`src/rtl/pmem_arb_pkg.sv`:
```
// Shared types for the two-requester physical-memory arbiter.
// Holds the FSM state encoding, the requester identifiers and the bus widths.
package pmem_arb_pkg;

  localparam int ADDR_W = 32;
  localparam int LINE_W = 256;

  typedef enum logic [1:0] {
    IDLE    = 2'd0,
    SERVE_I = 2'd1,
    SERVE_D = 2'd2
  } state_e;

  typedef enum logic {
    REQ_I = 1'b0,
    REQ_D = 1'b1
  } req_e;

endpackage

```
`src/rtl/pmem_arb_rr.sv`:
```
// Two-way round-robin picker: a contested grant goes to whichever cache did not
// win last time; last_i records whether the I-cache took the most recent grant.
module pmem_arb_rr
  import pmem_arb_pkg::*;
(
  input  logic clk,
  input  logic rst,
  input  logic i_pend,
  input  logic d_pend,
  input  logic take,
  output req_e grant,
  output logic last_i
);

  always_comb begin
    // NOTE: assign a default first so every path writes grant and no latch is inferred.
    grant = REQ_I;
    if (i_pend && d_pend) begin
      grant = last_i ? REQ_D : REQ_I;
    end else if (d_pend) begin
      grant = REQ_D;
    end
  end

  always_ff @(posedge clk) begin
    // NOTE: non-blocking assignments keep every register sampling pre-edge values.
    if (rst) begin
      last_i <= 1'b0;
    end else if (take) begin
      last_i <= (grant == REQ_I);
    end
  end

endmodule

```
`src/rtl/pmem_arbiter.sv`:
```
// Arbitrates the I-cache and D-cache line requests onto one cacheline adaptor.
// One grant per transaction; the FSM always returns to IDLE after a resp.
module pmem_arbiter
  import pmem_arb_pkg::*;
(
  input  logic              clk,
  input  logic              rst,

  input  logic              i_pmem_read,
  input  logic              i_pmem_write,
  input  logic [ADDR_W-1:0] i_pmem_address,
  input  logic [LINE_W-1:0] i_pmem_wdata,
  output logic [LINE_W-1:0] i_pmem_rdata,
  output logic              i_pmem_resp,

  input  logic              d_pmem_read,
  input  logic              d_pmem_write,
  input  logic [ADDR_W-1:0] d_pmem_address,
  input  logic [LINE_W-1:0] d_pmem_wdata,
  output logic [LINE_W-1:0] d_pmem_rdata,
  output logic              d_pmem_resp,

  output logic              pmem_read,
  output logic              pmem_write,
  output logic [ADDR_W-1:0] pmem_address,
  output logic [LINE_W-1:0] pmem_wdata,
  input  logic [LINE_W-1:0] pmem_rdata,
  input  logic              pmem_resp
);

  state_e state;
  state_e state_next;
  req_e   grant;
  logic   last_i;
  logic   i_pend;
  logic   d_pend;
  logic   take;

  assign i_pend = i_pmem_read || i_pmem_write;
  assign d_pend = d_pmem_read || d_pmem_write;
  assign take   = (state == IDLE) && (i_pend || d_pend) && !rst;

  // Read data is broadcast; only the resp pulse tells a cache the line is for it.
  assign i_pmem_rdata = pmem_rdata;
  assign d_pmem_rdata = pmem_rdata;

  pmem_arb_rr u_rr (
    .clk    (clk),
    .rst    (rst),
    .i_pend (i_pend),
    .d_pend (d_pend),
    .take   (take),
    .grant  (grant),
    .last_i (last_i)
  );

  always_ff @(posedge clk) begin
    if (rst) begin
      state <= IDLE;
    end else begin
      state <= state_next;
    end
  end

  always_comb begin
    state_next   = state;
    pmem_read    = 1'b0;
    pmem_write   = 1'b0;
    pmem_address = '0;
    pmem_wdata   = '0;
    i_pmem_resp  = 1'b0;
    d_pmem_resp  = 1'b0;
    case (state)
      IDLE: begin
        // A resp arriving here belongs to no grant and is dropped.
        if (i_pend || d_pend) begin
          state_next = (grant == REQ_I) ? SERVE_I : SERVE_D;
        end
      end
      SERVE_I: begin
        pmem_read    = i_pmem_read;
        pmem_write   = i_pmem_write;
        pmem_address = i_pmem_address;
        pmem_wdata   = i_pmem_wdata;
        i_pmem_resp  = pmem_resp;
        if (pmem_resp) state_next = IDLE;
      end
      SERVE_D: begin
        pmem_read    = d_pmem_read;
        pmem_write   = d_pmem_write;
        pmem_address = d_pmem_address;
        pmem_wdata   = d_pmem_wdata;
        d_pmem_resp  = pmem_resp;
        if (pmem_resp) state_next = IDLE;
      end
      default: state_next = IDLE;
    endcase
    // Reset abandons any grant immediately: nothing forwarded, no resp pulse.
    if (rst) begin
      pmem_read    = 1'b0;
      pmem_write   = 1'b0;
      pmem_address = '0;
      pmem_wdata   = '0;
      i_pmem_resp  = 1'b0;
      d_pmem_resp  = 1'b0;
    end
  end

  a_i_rw_exclusive: assert property (@(posedge clk) disable iff (rst)
    !(i_pmem_read && i_pmem_write));
  a_d_rw_exclusive: assert property (@(posedge clk) disable iff (rst)
    !(d_pmem_read && d_pmem_write));

endmodule

```
`config.mk`:
```
export PLATFORM = sky130hd
export DESIGN_NAME = pmem_arbiter
export DESIGN_NICKNAME = d
export VERILOG_FILES = /design/src/rtl/pmem_arb_pkg.sv /design/src/rtl/pmem_arb_rr.sv /design/src/rtl/pmem_arbiter.sv
export SDC_FILE = /design/constraint.sdc
export NUM_CORES = 1
export LEC_CHECK = 0
export BUFFER_PORTS_ARGS = -buffer_cell sky130_fd_sc_hd__clkbuf_2
export CELL_PAD_IN_SITES_DETAIL_PLACEMENT = 1
export CELL_PAD_IN_SITES_GLOBAL_PLACEMENT = 1
export CORE_AREA = 2 2 638 640
export CTS_BUF_LIST = sky130_fd_sc_hd__clkbuf_8
export DETAILED_ROUTE_END_ITERATION = 7
export DIE_AREA = 0 0 640 642
export GPL_ROUTABILITY_DRIVEN = 0
export PLACE_DENSITY = 0.3
export SYNTH_ARGS = -nofsm -noshare
export SYNTH_HDL_FRONTEND = slang
export SYNTH_SLANG_ARGS = --single-unit
export TNS_END_PERCENT = 5
```
`constraint.sdc`:
```
create_clock -name clk -period 2.05 [get_ports clk]
set_clock_uncertainty 0.1 [all_clocks]
set_input_delay 0 -clock clk [delete_from_list [all_inputs] [get_ports clk]]
set_output_delay 0 -clock clk [all_outputs]
set_load 0.02 [all_outputs]
```
==> results of run 1 <==
-- final cells by class --
type                    count  area (um^2)  share of cell area
repair buffers           1304        12200               0.509
clock buffers               3         41.3             0.00172
inverters                   3         13.8            0.000573
flip-flops and latches      3         67.6             0.00281
multi-input cells         601         4730               0.197
well taps                5428         6790               0.283
clock inverters             1         3.75            0.000156
diodes                     58          145             0.00605
-- routing by layer --
| metal | global-route usage | wire length, um |
|---|---|---|
| met1 | 0.125 | 91300 |
| met2 | 0.235 | 139000 |
| met3 | 0.0784 | 39500 |
| met4 | 0.0234 | 9600 |
| met5 | 0.00514 | 1340 |
-- worst max-delay path by stage --
| stage | startpoint | to | slack [ns] | cells after the start |
|---|---|---|---|---|
| global route | state[0] | pmem_address[9] | -0.34 | 8 |
| floorplan | state[0] | pmem_address[0] | 0.48 | 7 |
| detailed placement | state[0] | pmem_address[13] | -0.86 | 6 |
| finish | state[0] | pmem_wdata[140] | -0.39 | 8 |
| global placement | state[0] | pmem_wdata[174] | -1.34 | 7 |
| CTS | state[0] | pmem_address[13] | -0.31 | 7 |
-- logic make-up after synthesis --
| logic type | count (synthesis) | share of synthesized area |
|---|---|---|
| flip-flops | 3 | 0.00761 |
| buffers and inverters | 611 | 0.556 |
| AO/OA/AOI/OAI | 296 | 0.283 |
| AND/OR/NAND/NOR | 302 | 0.149 |
| adder cells (fa/ha/maj) | 3 | 0.00476 |
-- sequential cells by signal (all words and copies together), names as in the netlist --
name / count
state: 2
u_rr.last_i: 1
-- synth_stat cells --
library cell / n
sky130_fd_sc_hd__buf_4: 513
sky130_fd_sc_hd__a22oi_1: 290
sky130_fd_sc_hd__nor2_1: 290
sky130_fd_sc_hd__buf_2: 65
sky130_fd_sc_hd__clkbuf_1: 17
sky130_fd_sc_hd__buf_6: 12
sky130_fd_sc_hd__dfxtp_1: 3
sky130_fd_sc_hd__ha_1: 3
sky130_fd_sc_hd__inv_1: 3
sky130_fd_sc_hd__a31oi_1: 2
sky130_fd_sc_hd__and3b_1: 2
sky130_fd_sc_hd__nand2_1: 2
sky130_fd_sc_hd__nand3_1: 2
sky130_fd_sc_hd__a211o_1: 1
sky130_fd_sc_hd__a221oi_1: 1
sky130_fd_sc_hd__and2_0: 1
sky130_fd_sc_hd__buf_1: 1
sky130_fd_sc_hd__nand2b_4: 1
sky130_fd_sc_hd__nand4bb_1: 1
sky130_fd_sc_hd__nor2b_1: 1
sky130_fd_sc_hd__nor4_1: 1
sky130_fd_sc_hd__o21bai_1: 1
sky130_fd_sc_hd__o41ai_2: 1
sky130_fd_sc_hd__or2_1: 1
-- power by group through the flow --
stage	clock network (W)	logic, W	registers [W]
floorplan	0	0.00384	0.0000804
global placement	0	0.00741	0.0000875
detailed placement	0	0.00747	0.0000874
CTS	0.000170	0.0110	0.0000892
global route	0.000175	0.0119	0.0000913
finish	0.000166	0.0113	0.0000894
-- stage by stage --
step                hold WS (ns)  cells
floorplan                -0.0306   1215
global route              0.0602   7371
detailed placement       -0.0998   7002
global placement         -0.0998   6997
finish                    0.0554   7401
CTS                       0.0597   7324
-- repair_timing --
action	4_1_cts	5_1_grt
resized for setup	295	281
buffers inserted	48	18
cloned	15	4
endpoints found under the setup margin	285	268
pin swaps	31	65
hold buffers	256	0
endpoints found under the hold margin	512	0
==> key figures, run 1 <==
Setup path
  • Req. time, crit path: 1.95 ns
  • Largest stage delay on the critical path: 0.53 ns
  • Worst-path fanout max: 7
  • Top Family by Delay on Critical Path: buffers and inverters
  • R2R cell count: 5
  • R2R Path Start: state[1]
  • Sequence of cells on the critical path: inv_4, ha_4, buf_12, buf_16, bufbuf_16, a22oi_2, nor2_1, clkbuf_2
  • Worst path bufs/invs: 5
  • Crit-path slowest cell: sky130_fd_sc_hd__a22oi_2
  • Path type of the worst setup path: reg -> out
  • Sort of element at the start of the critical path: register
  • Category of the worst setup path capture point: output pin
  • Terminus of the critical flop-to-flop path: state[1]
  • Arrival time worst endpoint: 2.34 ns
  • Setup slack of the most critical reg-to-reg path: 0.51 ns

Power and ir drop
  • Sw Ratio: 0.626
  • Sequential cell fraction of total power: 0.008
  • Combinational share of power: 0.978
  • Switching power total: a little over 0.007 W
  • Peak ir drop on the vdd network: roughly 270 uV
  • Final Total Pwr: roughly 0.012 W
  • Leakage component of the power: 7.59 nW
  • Fraction of power consumed by the clock network: 0.014
  • Power Internal: approximately 0.0043 W
  • Power per cell area: approximately 480 nW/um^2

Timing
  • Slack of the critical path: -0.388 ns
  • Final hold viol count: 0
  • Max transition margin: 0.343
  • Actual transition at the worst max-transition pin: just under 1 ns
  • Final setup violation count: 138
  • Setup repair after global routing missed its margin: yes
  • Final-layout setup total negative slack: -12.92 ns
  • Fmax: just over 400 MHz
  • Tmin final: about 2.4 ns
  • Final number of max-transition violations: 0
  • Share of the clock period used by the worst path after layout: 1.19

Clocking
  • Clock tree from TritonCTS: yes
  • H-tree levels: 1
  • CTS root buffer: sky130_fd_sc_hd__clkbuf_8
  • Clock-pin slew on the worst setup and hold paths: 0.03 ns
  • Clock sink count: 3
  • Clock latency on the worst-skew pair: ~0.22 ns
  • Total clock buffers created by CTS: 3
  • Maximum number of buffers from clock root to sink: 2

Die
  • Die Y-Extent: ~640 um
  • Die Wd: approximately 640 um
  • Number of placement rows: around 230
  • Full die area: slightly above 400000 um^2
  • Core region area: 404000 um^2
  • Initial cell density of the core: 0.0195
  • Count of pins on the block boundary: about 1.6k

Final layout
  • Fraction of layout instances using a drive strength above 1: 0.702
  • Commonest cells after routing, fill and taps aside: sky130_fd_sc_hd__clkbuf_2, sky130_fd_sc_hd__dlygate4sd3_1, sky130_fd_sc_hd__buf_12, sky130_fd_sc_hd__a22oi_1, sky130_fd_sc_hd__nor2_1
  • Most frequent standard cell in the layout excluding fill and tap cells: sky130_fd_sc_hd__clkbuf_2
  • Number of nets at the end of the flow: between 2k and 3k
  • Final Util: 0.0594
  • Area added between synthesis and finish: 204%
  • Post-layout instance area: 24000 um^2
  • Fill count: slightly below 50k

Detailed routing
  • Avg WL per Cell: approximately 38 um
  • DRC violation count after routing: 0
  • Via Count: about 15k
  • Post-detailed-route count of antenna-violating nets: 0
  • Routed wire length: about 280000 um
  • Ratio of routed vias to standard cells: just under 2
  • Drt first pass iters: 5
  • Starting DRC count in detailed routing: about 1.1k

Min path
  • Class of the tightest hold or removal check: in -> out
  • Min-Delay Endpoint: d_pmem_rdata[86]
  • Startpoint of the lowest-slack hold path: pmem_rdata[86]
  • Number of stages on the worst hold path: 1

Outcome
  • Violations in the final reports: setup timing
  • Run status: finished, violations left

Synth
  • Synth Net Count: about 2.1k
  • Cell type contributing the most total cell area after synthesis: sky130_fd_sc_hd__buf_4
  • Area fraction of the dominant cell type after synthesis: 0.488
  • Number of register bits inferred by synthesis: 3
  • Synth Cell Area: 7890 um^2
  • Synth Warn #: 0
  • Share of synthesized area occupied by flip-flops and latches: 0.00761
  • Most area-consuming cells after synthesis: sky130_fd_sc_hd__buf_4, sky130_fd_sc_hd__a22oi_1, sky130_fd_sc_hd__nor2_1
  • Yosys cell types: 24
  • Synthesized netlist cell count: between 1k and 1.5k
  • Mean cell area of the mapped netlist: approximately 6.5 um^2

Global routing
  • Antenna violations before repair: 362
  • Largest net degree at the start of global routing: 47
  • Global router's overall resource usage: 0.130
  • Wire length of the first global-routing pass: just over 300000 um
  • Via count of the first global-routing pass: between 10k and 15k
  • Global route total overflow: 0

Placement
  • Post-detailed-placement cell area: 18100 um^2
  • Detail Placement HPWL: 258000 um
  • Worst slack after detailed placement: -0.862 ns
  • Count of input and output buffers: 874

Run
  • Number of max-cap violations: 0
(Power assumes the default switching activity.)
==> inputs of run 2 (changes only) <==
CORE_AREA = 2 2 633 635   (was 2 2 638 640)
DIE_AREA = 0 0 635 637   (was 0 0 640 642)
SYNTH_HIERARCHICAL = 1   (was default)
==> key figures, run 2 <==
Outcome
  • Run status: finished, violations left
  • Violations in the final reports: setup timing

Setup path
  • CP most frequent cell: sky130_fd_sc_hd__buf_16
  • Largest stage delay on the critical path: ~0.5 ns
  • Worst-path fanout max: 9
  • Category of the worst setup path capture point: output pin
  • Sort of element at the start of the critical path: register
  • Req. time, crit path: 1.95 ns
  • Arrival time worst endpoint: between 2 and 2.5 ns
  • Crit-path slowest cell: sky130_fd_sc_hd__a22oi_2
  • Sequence of cells on the critical path: inv_2, ha_4, buf_16, buf_16, buf_4, a22oi_2, nor2_1, clkbuf_2
  • R2R cell count: 5
  • Path type of the worst setup path: reg -> out

Synth
  • Primary flip-flop cell chosen by synthesis mapping: sky130_fd_sc_hd__dfxtp_1
  • Number of register bits inferred by synthesis: 3
  • Synth Net Count: 2059
  • Synthesized netlist cell count: approximately 1.2k
  • Simple-gate area share of the yosys netlist: 0.156
  • Share of synthesized area occupied by flip-flops and latches: 0.00772
  • Dominant combinational cell family by area after synthesis: buffers and inverters
  • Most used standard cell by instance count after synthesis: sky130_fd_sc_hd__buf_4
  • List of most frequent post-synthesis cells: sky130_fd_sc_hd__buf_4, sky130_fd_sc_hd__nor2_1, sky130_fd_sc_hd__a22oi_1
  • Share of cell area taken by muxes after synthesis: 0
  • Synth Warn #: 6
  • Synth Area in Compound Gates: 0.283
  • XOR/XNOR share of the synthesized area: 0
  • Adder and majority gate portion of the synthesized area: 0.00483
  • Share of flip-flops with an asynchronous set or reset: 0
  • Synth Cell Area: roughly 7800 um^2
  • Most area-consuming cells after synthesis: sky130_fd_sc_hd__buf_4, sky130_fd_sc_hd__a22oi_1, sky130_fd_sc_hd__nor2_1
  • EDFF count, synth: 0
  • Cell type contributing the most total cell area after synthesis: sky130_fd_sc_hd__buf_4
  • Mean cell area of the mapped netlist: ~6.4 um^2
  • Yosys cell types: 23
  • Area fraction of the dominant cell type after synthesis: 0.495

Clocking
  • Clock-pin slew on the worst setup and hold paths: ~0.030 ns
  • H-tree levels: 1
  • Clock tree from TritonCTS: yes
  • Clock sink count: 3
  • Total clock buffers created by CTS: 3
  • Clock latency on the worst-skew pair: 0.22 ns
  • CTS root buffer: sky130_fd_sc_hd__clkbuf_8
  • Maximum number of buffers from clock root to sink: 2

Placement
  • Worst slack after detailed placement: -0.688 ns
  • Count of input and output buffers: ~870
  • Detail Placement HPWL: around 270000 um

Global routing
  • Global route total overflow: 0
  • Global router's overall resource usage: 0.132
  • Via count of the first global-routing pass: between 10k and 15k
  • Antenna violations before repair: slightly below 400
  • Wire length of the first global-routing pass: 312000 um
  • Largest net degree at the start of global routing: 59

Detailed routing
  • Via Count: roughly 15k
  • Starting DRC count in detailed routing: 956
  • Avg WL per Cell: roughly 38 um
  • Routed wire length: 280000 um
  • Ratio of routed vias to standard cells: just over 2
  • DRC violation count after routing: 0
  • Drt first pass iters: 5
  • Post-detailed-route count of antenna-violating nets: 0

Final layout
  • Number of nets at the end of the flow: between 2k and 3k
  • Most frequent standard cell in the layout excluding fill and tap cells: sky130_fd_sc_hd__clkbuf_2
  • Area added between synthesis and finish: 207%
  • Register with the most flip-flops: state
  • Flip-flop count of the largest register after layout: 2
  • Registers with the highest flip-flop counts: state x2, u_rr/last_i x1
  • Fraction of layout instances using a drive strength above 1: 0.714
  • Commonest cells after routing, fill and taps aside: sky130_fd_sc_hd__clkbuf_2, sky130_fd_sc_hd__dlygate4sd3_1, sky130_fd_sc_hd__buf_12, sky130_fd_sc_hd__nor2_1, sky130_fd_sc_hd__a22oi_2

Min path
  • Number of stages on the worst hold path: 1
  • Class of the tightest hold or removal check: in -> out

Die
  • Core region area: around 400000 um^2
  • Die Wd: about 640 um
  • Full die area: around 400000 um^2
  • Initial cell density of the core: 0.0195
  • Die Y-Extent: approximately 640 um
  • Number of placement rows: 232
  • Count of pins on the block boundary: between 1.5k and 2k

Timing
  • Slack of the critical path: -0.193 ns
  • Share of the clock period used by the worst path after layout: 1.09
  • Max transition margin: 0.306
  • Final number of max-transition violations: 0
  • Final setup violation count: 80
  • Setup repair after global routing missed its margin: yes
  • Fmax: 446 MHz
  • Worst slack on hold paths: 0.0454 ns
  • Tmin final: around 2.2 ns
  • Actual transition at the worst max-transition pin: 1.04 ns
  • Final hold viol count: 0

Power and ir drop
  • Leakage component of the power: around 7.8 nW
  • Peak ir drop on the vdd network: roughly 170 uV
  • Power per cell area: 432 nW/um^2

Run
  • Number of max-cap violations: 0
==> run 2: kinds of logic (layout without fill, tap and decap cells) <==
| group | Yosys count | in the layout |
|---|---|---|
| AO/OA/AOI/OAI | 293 | 293 |
| adder cells (fa/ha/maj) | 3 | 3 |
| buffers and inverters | 610 | 1368 |
| flip-flops | 3 | 3 |
| other | 0 | 55 |
| AND/OR/NAND/NOR | 308 | 308 |
==> run 2: area by class of cell <==
class | instances | area, um^2
Multi-Input combinational cell | 604 | 4780
Sequential cell | 3 | 67.6
Fill cell | 47446 | 374000
Clock inverter | 1 | 3.75
Antenna cell | 55 | 138
Timing Repair Buffer | 1362 | 12200
Inverter | 2 | 7.51
Tap cell | 5265 | 6590
Clock buffer | 3 | 41.3
==> run 2: layer usage <==
| metal | part of all wire | GRT usage |
|---|---|---|
| met1 | 0.36 | 0.139 |
| met2 | 0.47 | 0.224 |
| met3 | 0.14 | 0.0840 |
| met4 | 0.029 | 0.0218 |
| met5 | 0.0048 | 0 |
==> run 2: through the flow <==
| step | setup TNS (ns) | instances | total power (W) | utilization | cell area, um^2 |
|---|---|---|---|---|---|
| finish | -4.38 | 7295 | 0.0103 | 0.0600 | 23900 |
| global route | -16.45 | 7264 | 0.0109 | 0.0598 | 23800 |
| CTS | -14.38 | 7227 | 0.0102 | 0.0576 | 22900 |
| detailed placement | -13.37 | 6942 | 0.00748 | 0.0471 | 18700 |
| global placement | -18.36 | 6942 | 0.00750 | 0.0471 | 18700 |
| floorplan | 0 | 1217 | 0.00336 | - | 7780 |
==> run 2: worst paths after layout <==
path                                           to             from  slack [ns]
worst min-delay path            d_pmem_rdata[207]  pmem_rdata[207]        0.05
worst max register to register           state[0]         state[1]        0.26
worst max-delay path              pmem_wdata[123]         state[0]       -0.19
worst min register to register           state[0]         state[0]        0.41
==> run 2: timing repair <==
| action | 4_1_cts | 5_1_grt |
|---|---|---|
| setup endpoints to repair | 290 | 270 |
| gates resized for setup | 317 | 217 |
| pin swaps | 29 | 28 |
| hold endpoints to repair | 512 | 0 |
| gates cloned | 6 | 5 |
| setup buffers | 21 | 8 |
| hold buffers | 256 | 0 |
==> run 2: critical path, delay by kind of cell (launching register included) <==
| family | cells | cell delay (ns) |
|---|---|---|
| flops | 1 | 0.36 |
| fa+ha+maj | 1 | 0.18 |
| buf+inv | 5 | 0.74 |
| compound gates | 1 | 0.50 |
| simple gates | 1 | 0.09 |
==> run 2: power by group <==
part	internal [W]	switching, W	leakage, nW	total [W]
combinational	0.00359	0.00646	7.71	0.0101
clock	0.000128	0.0000454	0.0272	0.000173
sequential	0.0000707	0.0000115	0.0261	0.0000821
==> inputs of run 3 (changes only) <==
REMOVE_ABC_BUFFERS = 1   (was default)
TNS_END_PERCENT = 10   (was 5)
clock period = 2.5 ns   (was 2.05 ns; I/O delays follow)
==> key figures, run 3 (synthesis results as in run 2) <==
Final layout
  • Multi-input combinational cell area: between 3000 and 4000 um^2
  • Commonest cells after routing, fill and taps aside: sky130_fd_sc_hd__clkbuf_2, sky130_fd_sc_hd__buf_12, sky130_fd_sc_hd__nor2_1, sky130_fd_sc_hd__a22oi_1, sky130_fd_sc_hd__a22oi_2
  • Fill count: 47.4k
  • Area added between synthesis and finish: 185%
  • Number of nets at the end of the flow: between 2k and 3k
  • Most frequent standard cell in the layout excluding fill and tap cells: sky130_fd_sc_hd__clkbuf_2
  • Storage cell area: 60.1 um^2
  • Fraction of layout instances using a drive strength above 1: 0.676
  • Post-layout instance area: ~22000 um^2
  • Registers with the highest flip-flop counts: state x2, u_rr/last_i x1
  • Register with the most flip-flops: state
  • Flip-flop count of the largest register after layout: 2

Placement
  • Detail Placement HPWL: ~390000 um
  • Count of input and output buffers: approximately 900
  • Post-detailed-placement cell area: ~17000 um^2

Die
  • Die Y-Extent: 637 um
  • Count of pins on the block boundary: ~1.6k
  • Core region area: roughly 400000 um^2
  • Initial cell density of the core: 0.0195
  • Number of placement rows: 232
  • Full die area: approximately 400000 um^2
  • Die Wd: about 640 um

Setup path
  • Sort of element at the start of the critical path: register
  • Category of the worst setup path capture point: output pin
  • Worst-path fanout max: 33
  • Arrival time worst endpoint: about 2.4 ns
  • Path type of the worst setup path: reg -> out
  • Req. time, crit path: 2.40 ns

Detailed routing
  • Via Count: approximately 15k
  • Ratio of routed vias to standard cells: 2.10
  • Avg WL per Cell: between 60 and 70 um
  • Starting DRC count in detailed routing: roughly 1.3k
  • Routed wire length: between 400000 and 500000 um
  • Post-detailed-route count of antenna-violating nets: 0
  • Drt first pass iters: 5
  • DRC violation count after routing: 0

Timing
  • Max transition margin: 0.0734
  • Final hold viol count: 0
  • Actual transition at the worst max-transition pin: 1.39 ns
  • Tmin final: 2.54 ns
  • Fmax: just under 400 MHz
  • Share of the clock period used by the worst path after layout: 1.01
  • Final setup violation count: 2
  • Final-layout setup total negative slack: -0.0390 ns
  • Slack of the critical path: -0.0366 ns
  • Setup repair after global routing missed its margin: yes
  • Final number of max-transition violations: 0

Run
  • Number of max-cap violations: 0

Clocking
  • Clock-pin slew on the worst setup and hold paths: ~0.03 ns
  • Clock tree from TritonCTS: yes
  • H-tree levels: 1
  • Maximum number of buffers from clock root to sink: 2
  • Clock latency on the worst-skew pair: 0.23 ns
  • Total clock buffers created by CTS: 3
  • Clock sink count: 3
  • CTS root buffer: sky130_fd_sc_hd__clkbuf_8
  • Number of buffers added for setup after CTS: 0

Outcome
  • Violations in the final reports: setup timing
  • Run status: finished, violations left

Global routing
  • Antenna violations before repair: ~350
  • Wire length of the first global-routing pass: between 400000 and 500000 um
  • Via count of the first global-routing pass: approximately 13k
  • Global router's overall resource usage: 0.204
  • Global route total overflow: 0
  • Largest net degree at the start of global routing: 79

Min path
  • Class of the tightest hold or removal check: in -> out

Power and ir drop
  • Leakage component of the power: approximately 7.6 nW
  • Power per cell area: about 360 nW/um^2
  • Peak ir drop on the vdd network: approximately 130 uV
  • Final Total Pwr: 0.00803 W
-- run 3: final timing paths --
kind | from | end | slack [ns] | cells after the start
setup / recovery | state[1] | pmem_wdata[42] | -0.04 | 7
hold / removal | pmem_rdata[131] | i_pmem_rdata[131] | 0.05 | 1
setup reg to reg | state[0] | state[0] | 0.63 | 5
hold reg to reg | u_rr/last_i | u_rr/last_i | 0.44 | 2
-- run 3: metal layers --
layer,track usage,vias to the layer above,share of wire
met4,0.0569,180,0.039
met2,0.287,1929,0.39
met3,0.156,818,0.17
met5,0.0196,-,0.0053
li1,-,4808,-
met1,0.235,7157,0.40
-- run 3: per-stage QoR --
| step | std cells | setup WS (ns) | hold WS [ns] | utilization |
|---|---|---|---|---|
| after global placement | 6783 | -0.338 | -0.0946 | 0.0422 |
| final | 7081 | -0.0366 | 0.0507 | 0.0557 |
| after floorplan | 609 | -4.01 | -0.100 | - |
| after detailed placement | 6784 | -0.281 | -0.0946 | 0.0422 |
| after global routing | 7066 | -0.0225 | 0.0543 | 0.0556 |
| after CTS | 7044 | 0.00775 | 0.0564 | 0.0554 |
-- run 3: critical path: stages, from the launching register on --
cell	delay (ns)
sky130_fd_sc_hd__dfxtp_1	0.40
sky130_fd_sc_hd__inv_1	0.12
sky130_fd_sc_hd__ha_4	0.22
sky130_fd_sc_hd__buf_12	0.17
sky130_fd_sc_hd__buf_12	0.18
sky130_fd_sc_hd__a22oi_1	0.70
sky130_fd_sc_hd__nor2_1	0.11
sky130_fd_sc_hd__clkbuf_2	0.22
-- run 3: cell type report --
type	count	share of cell area
multi-input cells	604	0.162
clock buffers	3	0.00186
flip-flops and latches	3	0.00271
well taps	5265	0.297
repair buffers	1166	0.531
diodes	37	0.00418
clock inverters	1	0.000169
inverters	2	0.000339
-- run 3: what timing repair did --
action,in CTS,in global routing
resized for setup,22,3
pin swaps,9,2
hold endpoints to repair,512,0
gates cloned,0,0
endpoints found under the setup margin,17,7
hold buffers,256,0
-- run 3: report_power, final --
group	total, W	leakage (nW)	switching, W	internal [W]
registers	0.0000653	0.0248	0.00000924	0.0000561
clock network	0.000149	0.0271	0.0000438	0.000105
logic	0.00782	7.58	0.00557	0.00224
